<file path="config.mk">
export PLATFORM = sky130hd
export DESIGN_NAME = mu_phase_controller
export DESIGN_NICKNAME = d
export VERILOG_FILES = /design/src/rtl/MD_pkg.sv /design/src/rtl/mu_cell_read_tracker.sv /design/src/rtl/mu_phase_controller.sv
export SDC_FILE = /design/constraint.sdc
export NUM_CORES = 1
export LEC_CHECK = 0
export BUFFER_PORTS_ARGS = -buffer_cell sky130_fd_sc_hd__buf_4
export CAP_MARGIN = 0
export CORE_MARGIN = 8
export CORE_UTILIZATION = 59
export DETAILED_ROUTE_END_ITERATION = 12
export HOLD_SLACK_MARGIN = 0.08
export PLACE_DENSITY = 0.86
export SYNTH_ARGS = -nofsm -noshare
export SYNTH_HDL_FRONTEND = slang
export SYNTH_HIERARCHICAL = 1
export SYNTH_SLANG_ARGS = --single-unit
</file>
<file path="constraint.sdc">
create_clock -name clk -period 4.5 [get_ports clk]
set_clock_uncertainty 0.1 [all_clocks]
set_input_delay 0.225 -clock clk [delete_from_list [all_inputs] [get_ports clk]]
set_output_delay 0.225 -clock clk [all_outputs]
set_load 0.02 [all_outputs]
</file>
<file path="src/rtl/MD_pkg.sv">
// Shared types, widths and timing defaults for the MD motion-update phase controller.
package MD_pkg;

   localparam int unsigned PARTICLE_ID_WIDTH        = 8;
   localparam int unsigned MU_NUM_CELLS_DEFAULT     = 8;
   localparam int unsigned MU_QUIET_CYCLES_DEFAULT  = 16;
   localparam int unsigned MU_TIMEOUT_WIDTH_DEFAULT = 20;

   typedef enum logic [2:0] {
      IDLE  = 3'd0,
      START = 3'd1,
      READ  = 3'd2,
      DRAIN = 3'd3,
      DONE  = 3'd4,
      ERROR = 3'd5
   } mu_phase_state_e;

endpackage

</file>
<file path="src/rtl/mu_cell_read_tracker.sv">
// Per-cell read progress: saturating read counter against the count latched at phase start.
module mu_cell_read_tracker
   import MD_pkg::*;
(
   input  logic                         clk,
   input  logic                         rst,
   input  logic                         start,
   input  logic                         rd_en,
   input  logic [PARTICLE_ID_WIDTH-1:0] count,
   output logic                         complete_c
);

   logic [PARTICLE_ID_WIDTH-1:0] limit;
   logic [PARTICLE_ID_WIDTH-1:0] rd_cnt;

   // A zero limit reads as complete straight away; strobes past the limit are dropped.
   assign complete_c = (rd_cnt == limit);

   always_ff @(posedge clk) begin
      if (rst) begin
         limit  <= '0;
         rd_cnt <= '0;
      end else if (start) begin
         limit  <= count;
         rd_cnt <= '0;
      end else if (rd_en && !complete_c) begin
         rd_cnt <= rd_cnt + PARTICLE_ID_WIDTH'(1);
      end
   end

endmodule

</file>
<file path="src/rtl/mu_phase_controller.sv">
// Sequences one motion-update phase on the MU ring: start, read, drain to quiet, then check
// that every expected particle was written back.
module mu_phase_controller
   import MD_pkg::*;
#(
   parameter int unsigned NUM_CELLS     = MU_NUM_CELLS_DEFAULT,
   parameter int unsigned QUIET_CYCLES  = MU_QUIET_CYCLES_DEFAULT,
   parameter int unsigned TIMEOUT_WIDTH = MU_TIMEOUT_WIDTH_DEFAULT
) (
   input  logic                                           clk,
   input  logic                                           rst,
   input  logic                                           i_iter_start,
   input  logic [NUM_CELLS*PARTICLE_ID_WIDTH-1:0]         i_num_particles,
   input  logic [NUM_CELLS-1:0]                           i_rd_en,
   input  logic [NUM_CELLS-1:0]                           i_wr_valid,
   input  logic [NUM_CELLS-1:0]                           i_fwd_valid,
   input  logic [NUM_CELLS-1:0]                           i_buf_empty,
   input  logic [NUM_CELLS-1:0]                           i_buf_full,
   output logic [NUM_CELLS-1:0]                           o_MU_start,
   output logic                                           o_stall,
   output logic                                           o_busy,
   output logic                                           o_done,
   output logic                                           o_error,
   output logic [PARTICLE_ID_WIDTH+$clog2(NUM_CELLS)-1:0] o_wr_total
);

   localparam int unsigned TOTAL_W = PARTICLE_ID_WIDTH + $clog2(NUM_CELLS);
   localparam int unsigned QUIET_W = $clog2(QUIET_CYCLES + 1) + 1;
   localparam int unsigned POP_W   = $clog2(NUM_CELLS + 1);
   // One short of all-ones, so the count lands on all-ones the same edge ERROR is entered.
   localparam logic [TIMEOUT_WIDTH-1:0] WD_LAST = ~TIMEOUT_WIDTH'(1);

   mu_phase_state_e state, state_nxt;

   logic [NUM_CELLS-1:0]     read_done_c;
   logic [QUIET_W-1:0]       quiet_cnt;
   logic [TIMEOUT_WIDTH-1:0] wd_cnt;
   logic [TOTAL_W-1:0]       exp_total;
   logic [TOTAL_W-1:0]       sum_c;
   logic [POP_W-1:0]         pop_c;
   logic                     all_read_c, ring_idle_c, timeout_c, quiet_hit_c, run_c, in_read_c;
   logic [NUM_CELLS-1:0]     mu_start_nxt;
   logic                     stall_nxt, busy_nxt, done_nxt, error_nxt;

   assign in_read_c   = (state == READ);
   assign run_c       = (state == READ) || (state == DRAIN);
   assign all_read_c  = &read_done_c;
   assign ring_idle_c = (&i_buf_empty) && !(|i_fwd_valid) && !(|i_wr_valid);
   assign timeout_c   = (wd_cnt == WD_LAST);
   assign quiet_hit_c = (quiet_cnt == QUIET_W'(QUIET_CYCLES));

   for (genvar k = 0; k < NUM_CELLS; k++) begin : g_cell
      mu_cell_read_tracker u_tracker (
         .clk        (clk),
         .rst        (rst),
         .start      (state == START),
         .rd_en      (i_rd_en[k] && in_read_c),
         .count      (i_num_particles[k*PARTICLE_ID_WIDTH +: PARTICLE_ID_WIDTH]),
         .complete_c (read_done_c[k])
      );
   end

   // Write-back popcount and expected total across all cells.
   always_comb begin
      pop_c = '0;
      sum_c = '0;
      for (int unsigned k = 0; k < NUM_CELLS; k++) begin
         pop_c = pop_c + POP_W'(i_wr_valid[k]);
         sum_c = sum_c + TOTAL_W'(i_num_particles[k*PARTICLE_ID_WIDTH +: PARTICLE_ID_WIDTH]);
      end
   end

   // Next state and next registered outputs.
   always_comb begin
      state_nxt = state;
      case (state)
         IDLE:    if (i_iter_start) state_nxt = START;
         START:   state_nxt = READ;
         READ: begin
            if (timeout_c)       state_nxt = ERROR;
            else if (all_read_c) state_nxt = DRAIN;
         end
         DRAIN: begin
            if (timeout_c)        state_nxt = ERROR;
            else if (quiet_hit_c) state_nxt = (o_wr_total == exp_total) ? DONE : ERROR;
         end
         DONE:    state_nxt = IDLE;
         ERROR:   state_nxt = ERROR;
         default: state_nxt = IDLE;
      endcase

      mu_start_nxt = {NUM_CELLS{state_nxt == START}};
      stall_nxt    = (state_nxt == READ) && (|i_buf_full);
      busy_nxt     = (state_nxt == START) || (state_nxt == READ) || (state_nxt == DRAIN);
      done_nxt     = (state_nxt == DONE);
      error_nxt    = (state_nxt == ERROR);
   end

   always_ff @(posedge clk) begin
      if (rst) begin
         state      <= IDLE;
         o_MU_start <= '0;
         o_stall    <= 1'b0;
         o_busy     <= 1'b0;
         o_done     <= 1'b0;
         o_error    <= 1'b0;
         o_wr_total <= '0;
         exp_total  <= '0;
         quiet_cnt  <= '0;
         wd_cnt     <= '0;
      end else begin
         state      <= state_nxt;
         o_MU_start <= mu_start_nxt;
         o_stall    <= stall_nxt;
         o_busy     <= busy_nxt;
         o_done     <= done_nxt;
         o_error    <= error_nxt;
         if (state == START) begin
            o_wr_total <= '0;
            exp_total  <= sum_c;
            quiet_cnt  <= '0;
            wd_cnt     <= '0;
         end else if (run_c) begin
            o_wr_total <= o_wr_total + TOTAL_W'(pop_c);
            wd_cnt     <= wd_cnt + TIMEOUT_WIDTH'(1);
            if (state == DRAIN)
               quiet_cnt <= ring_idle_c ? quiet_cnt + QUIET_W'(1) : '0;
         end
      end
   end

endmodule

</file>
== Yosys cells after proc, flatten, opt, wreduce, memory -nomap -nowiden ==
Index checks and enable logic that the tools add are counted.
Operators by class
  add/sub/neg operators: 25
  reductions and logical operators: 40
  muxes and demuxes: 8
  equal/unequal tests: 20
Operators with widths (count)
  $add A8 B1 Y8 const B: 8
  $eq A8 B8 Y1: 8
  $add A11 B8 Y11: 4
  $reduce_or A8 Y1: 3
  $add A20 B1 Y20 const B: 1
  $eq A20 B20 Y1 const B: 1
  $logic_and A1 B1 Y1: 19
  $add A4 B1 Y4: 4
  $reduce_and A8 Y1: 2
  $mux W3: 5
  $pmux W3 S5: 1
  $eq A3 B2 Y1 const B: 4
  $add A10 B8 Y11: 1
  $add A11 B4 Y11: 1
  $eq A11 B11 Y1: 1
  $add A9 B8 Y10: 1
  $logic_not A1 Y1: 10
  $add A8 B8 Y9: 1
  $eq A3 B3 Y1 const B: 3
  $add A6 B1 Y6 const B: 1
  $eq A3 B1 Y1 const B: 2
  $eq A6 B5 Y1 const B: 1
  $mux W6: 1
  $add A3 B1 Y4: 1
  7 further kinds: 9
Word-level totals
  register bits: 184
  logic and storage cells: 119

== Depth between registers and ports, before layout ==
  word-level depth: 8
  depth in mapped cells: 15

== By module ==
The synthesis kept the hierarchy.
By module, submodules not included
  mu_cell_read_tracker: area an instance 813.3 um^2, cells an instance 84, times used 8
  mu_phase_controller: area an instance 4669.5 um^2, cells an instance 531, times used 1

== Worst setup path before layout ==
No wires, ideal clock.
  path kind: input to register
  from: input port i_num_particles[2]
  to: register exp_total[10]
  stages: 15
  arrival: 3.884 ns
  path buffers: 0
  library setup time: 0.134 ns
  slack: 0.382 ns
  path through: inv_1 fa_1 inv_1 fa_1 fa_1 inv_1 fa_1 inv_1 ha_1 fa_1 a211oi_1 o21ai_0 a21o_1 a21oi_1 o22ai_1
On the way
  longest elaborated chain between the ends: 7
Ends and longest elaborated chain
  start: declaration: line mu_phase_controller.sv:13  | input logic [NUM_CELLS*PARTICLE_ID_WIDTH-1:0] i_num_particles,
  $add A8 B8 Y9: line mu_phase_controller.sv:69  | sum_c = sum_c + TOTAL_W'(i_num_particles[k*PARTICLE_ID_WIDTH +: PARTICLE_ID_WIDTH]);
  $add A9 B8 Y10: line mu_phase_controller.sv:69
  $add A10 B8 Y11: line mu_phase_controller.sv:69
  $add A11 B8 Y11 (4 in a row): line mu_phase_controller.sv:69
  end signal: assignment: line mu_phase_controller.sv:120  | exp_total <= sum_c;
  end: declaration: line mu_phase_controller.sv:38  | logic [TOTAL_W-1:0] exp_total;
Every way passes these cells.
A chain may end at the register's enable or synchronous reset.

== Final worst setup path ==
  from: input port i_num_particles[34]
  to: register exp_total[6]
On the way
  longest elaborated chain between the ends: 4
Ends and longest elaborated chain (line)
  $add A11 B8 Y11 (4 in a row): mu_phase_controller.sv:69
Every way passes these cells.

==> key figures <==
Synthesis
  • Ys async rst share: 0%
  • Area share of the largest cell type after synthesis: 33.0%
  • Mapped Cells: 1203
  • Sequential-to-total area share from yosys stat: 33.0%
  • Leading area contributor after synthesis: dfxtp_1
  • Synth unique cells: 59
  • Main synth FF type: dfxtp_1
  • Yosys warns: 6
  • Post-Syn Area: 0.0112 mm2
  • Syn Nets: 1392
  • Post-synthesis register bit count: 184
  • Area contributors post-synth: dfxtp_1 (33%), mux2i_1 (12%), fa_1 (9.3%), xor2_1 (7.4%), nand2_1 (4.4%)
  • Synthesized area per cell: 9.29 um2
  • EDFF count, synth: 0

Pwr
  • Maximum vdd drop: 0.432 mV
  • Pwr dens: 383 mW/mm2
  • Pleak: 6.10 nW

Finish
  • Final net count: 1576
  • Layout area overhead: 21.6%
  • Most frequent cells in the layout: dfxtp_1 (184), buf_4 (134), nand2_1 (131)
  • Final core occ: 72.9%
  • Antenna diode count: 0
  • Share of cells above drive strength 1: 15.5%
  • Commonest non-fill, non-tap cell in the layout: dfxtp_1

Detailed routing
  • Initial DRC count: 569
  • Drt wl/cell: 17.8 um
  • Avg Vias per Cell: 5.69
  • Vias: 9301
  • Routed WL: 29.0 mm
  • Number of remaining DRC errors: 0
  • First-pass DRT Iterations: 5
  • Final ANT Viol Nets: 0

Floorplan
  • Die Wd: 154 um
  • Core area: 0.0186 mm2
  • Die area: 0.0236 mm2
  • Starting Density: 59.9%
  • # rows: 50
  • Ports: 130
  • Die height: 154 um

Worst setup path
  • Setup crit end: exp_total[6]
  • Critical Path RT: 4.71 ns
  • FF-to-FF End: o_wr_total[6]
  • Worst Setup End Kind: flip-flop
  • Crit path max fanout: 2
  • Startpoint types: primary input
  • Reg-to-Reg Start: o_wr_total[0]
  • Worst r2r path cells: 11
  • Setup CP Type: primary input to flip-flop
  • CP startpoint: i_num_particles[34]
  • Arr. time, crit path: 4.56 ns
  • Reg-to-reg setup timing slack: 0.95 ns

Global routing
  • Pin count of the biggest net entering global routing: 80
  • First-pass GRT wire length: 47.4 mm
  • Initial antenna violation count: 0
  • All-Layer GR Usage: 24.6%
  • Global route total overflow: 0
  • Number of global-route vias before repair: 9515

Timing
  • Fmax achieved: 0.230 GHz
  • Worst slew pin tran: 1.25 ns
  • Setup TNS: 0 ns
  • Setup violators final: 0
  • Post-layout minimum cycle time: 4.36 ns
  • Hold slack: 0.108 ns
  • Slew Viols, Final: 0
  • Slew headroom: 16.4%
  • Unrepaired setup endpoints after global routing: no
  • Final period util: 96.8%
  • Final Hold Viols: 0

Clock tree
  • CTS tree: done
  • Root Buffer: clkbuf_16
  • Sink Count: 184
  • Clock Path Buffers: 2
  • CTS buffer count: 17
  • Setup Fix Bufs, Post-CTS: 0
  • Worst-path clk slew: 0.07 ns
  • # H-tree levels: 4
  • Clock latency on the worst-skew pair: 0.43 ns

Run status
  • Status: finished, final reports clean

Placement
  • DP HPWL: 19.7 mm
  • RePlAce Congestion: 0.856
  • I/O Buffers: 129

Worst hold path
  • Worst min path class: primary input to flip-flop
  • Startpoint of the worst hold path: i_buf_full[6]
  • Hold Path Cell Cnt: 4

Flow run
  • Maxcap violations: 0
## timing repair
item                                   CTS  global route
setup endpoints to repair                0             3
hold buffers                            65             0
endpoints found under the hold margin   65             0
gates resized for setup                  0             5
## registers in the layout (all words and copies together) (netlist names)
| name | flops |
|---|---|
| o_MU_start | 1 |
| g_cell.u_tracker/limit | 64 |
| wd_cnt | 20 |
| o_done | 1 |
| o_busy | 1 |
| o_wr_total | 11 |
| quiet_cnt | 6 |
| o_error | 1 |
| exp_total | 11 |
| o_stall | 1 |
| state | 3 |
| g_cell.u_tracker/rd_cnt | 64 |
## Yosys cell counts, types with 3 or more instances
library cell  count
dfxtp_1         184
o21ai_0           4
a211oi_1         20
fa_1             52
o31ai_1           3
nand2b_1          3
a21boi_2          8
ha_1             30
nand2_1         131
and4_1            9
nor3_1            7
nor2_1          111
nor4_1            8
a21o_1            6
clkbuf_1         11
nand4_1          19
inv_1           119
nor4_4           18
nand3_1          24
nor2_2            3
xor2_1           95
and3_1            6
mux2i_1         129
a21boi_1          8
buf_4            11
and2_1           17
xnor2_1          11
a21oi_1          47
or3_2             8
nand3b_1          3
buf_2            13
or3_1            50
## layer usage
layer  track usage [%]  wire (um)  vias up
met2              42.1      14400      310
met1              29.6      11700     4509
met4              9.94       1030        0
met5                 0          0        -
li1                  -          -     4405
met3              5.16       1810       77
## worst max-delay path, cell delays in order
cell	delay, ns
dlygate4sd3_1	0.54
buf_4	0.12
inv_1	0.05
fa_1	0.55
inv_1	0.07
fa_1	0.49
fa_1	0.51
inv_1	0.06
fa_1	0.54
inv_1	0.04
ha_1	0.22
fa_2	0.36
buf_4	0.15
a21o_1	0.17
a211o_1	0.28
o211ai_1	0.10
a21oi_1	0.08
## kinds of logic (layout without fill, tap and decap cells)
kind of cell             Yosys count  after routing  share of synthesized area, %
AO/OA/AOI/OAI                    110            110                          6.56
XOR/XNOR                         106            106                          8.31
adder cells (fa/ha/maj)           82             82                          12.7
buffers and inverters            155            352                          5.72
flip-flops                       184            184                          33.0
multiplexers                     129            129                          11.6
AND/OR/NAND/NOR                  437            437                          22.2
## power breakdown
part	switching [W]	internal (W)	leakage (nW)
Sequential	0.0000675	0.00171	1.49
Combinational	0.00103	0.000793	4.31
Clock	0.000656	0.000945	0.304
Total	0.00176	0.00345	6.10
## through the flow
| stage | power (W) | setup slack [ns] | area (um2) | instances |
|---|---|---|---|---|
| finish | 0.00520 | 0.145 | 13600 | 1634 |
| detailed placement | 0.00350 | 0.0680 | 12300 | 1537 |
| floorplan | 0.00306 | 0.382 | 11200 | 1203 |
| CTS | 0.00513 | 0.0189 | 13600 | 1634 |
| global placement | 0.00344 | 0.135 | 12300 | 1537 |
| global route | 0.00550 | 0.000759 | 13600 | 1634 |
## worst min path at each step
stage                                         endpoint
final                                          o_stall
after global routing      g_cell[3].u_tracker/limit[5]
after CTS                                      o_stall
after detailed placement                  exp_total[7]
after global placement                    exp_total[5]
after floorplan           g_cell[0].u_tracker/limit[0]
## area by class of cell
type                            instances  area [um2]
Clock buffer                           20         447
Clock inverter                         12         174
Fill cell                            1220        5050
Inverter                              120         453
Multi-Input combinational cell        864        6870
Sequential cell                       184        3680
Tap cell                              234         293
Timing Repair Buffer                  200        1680
Note: power is estimated with default switching activity, not from simulation.
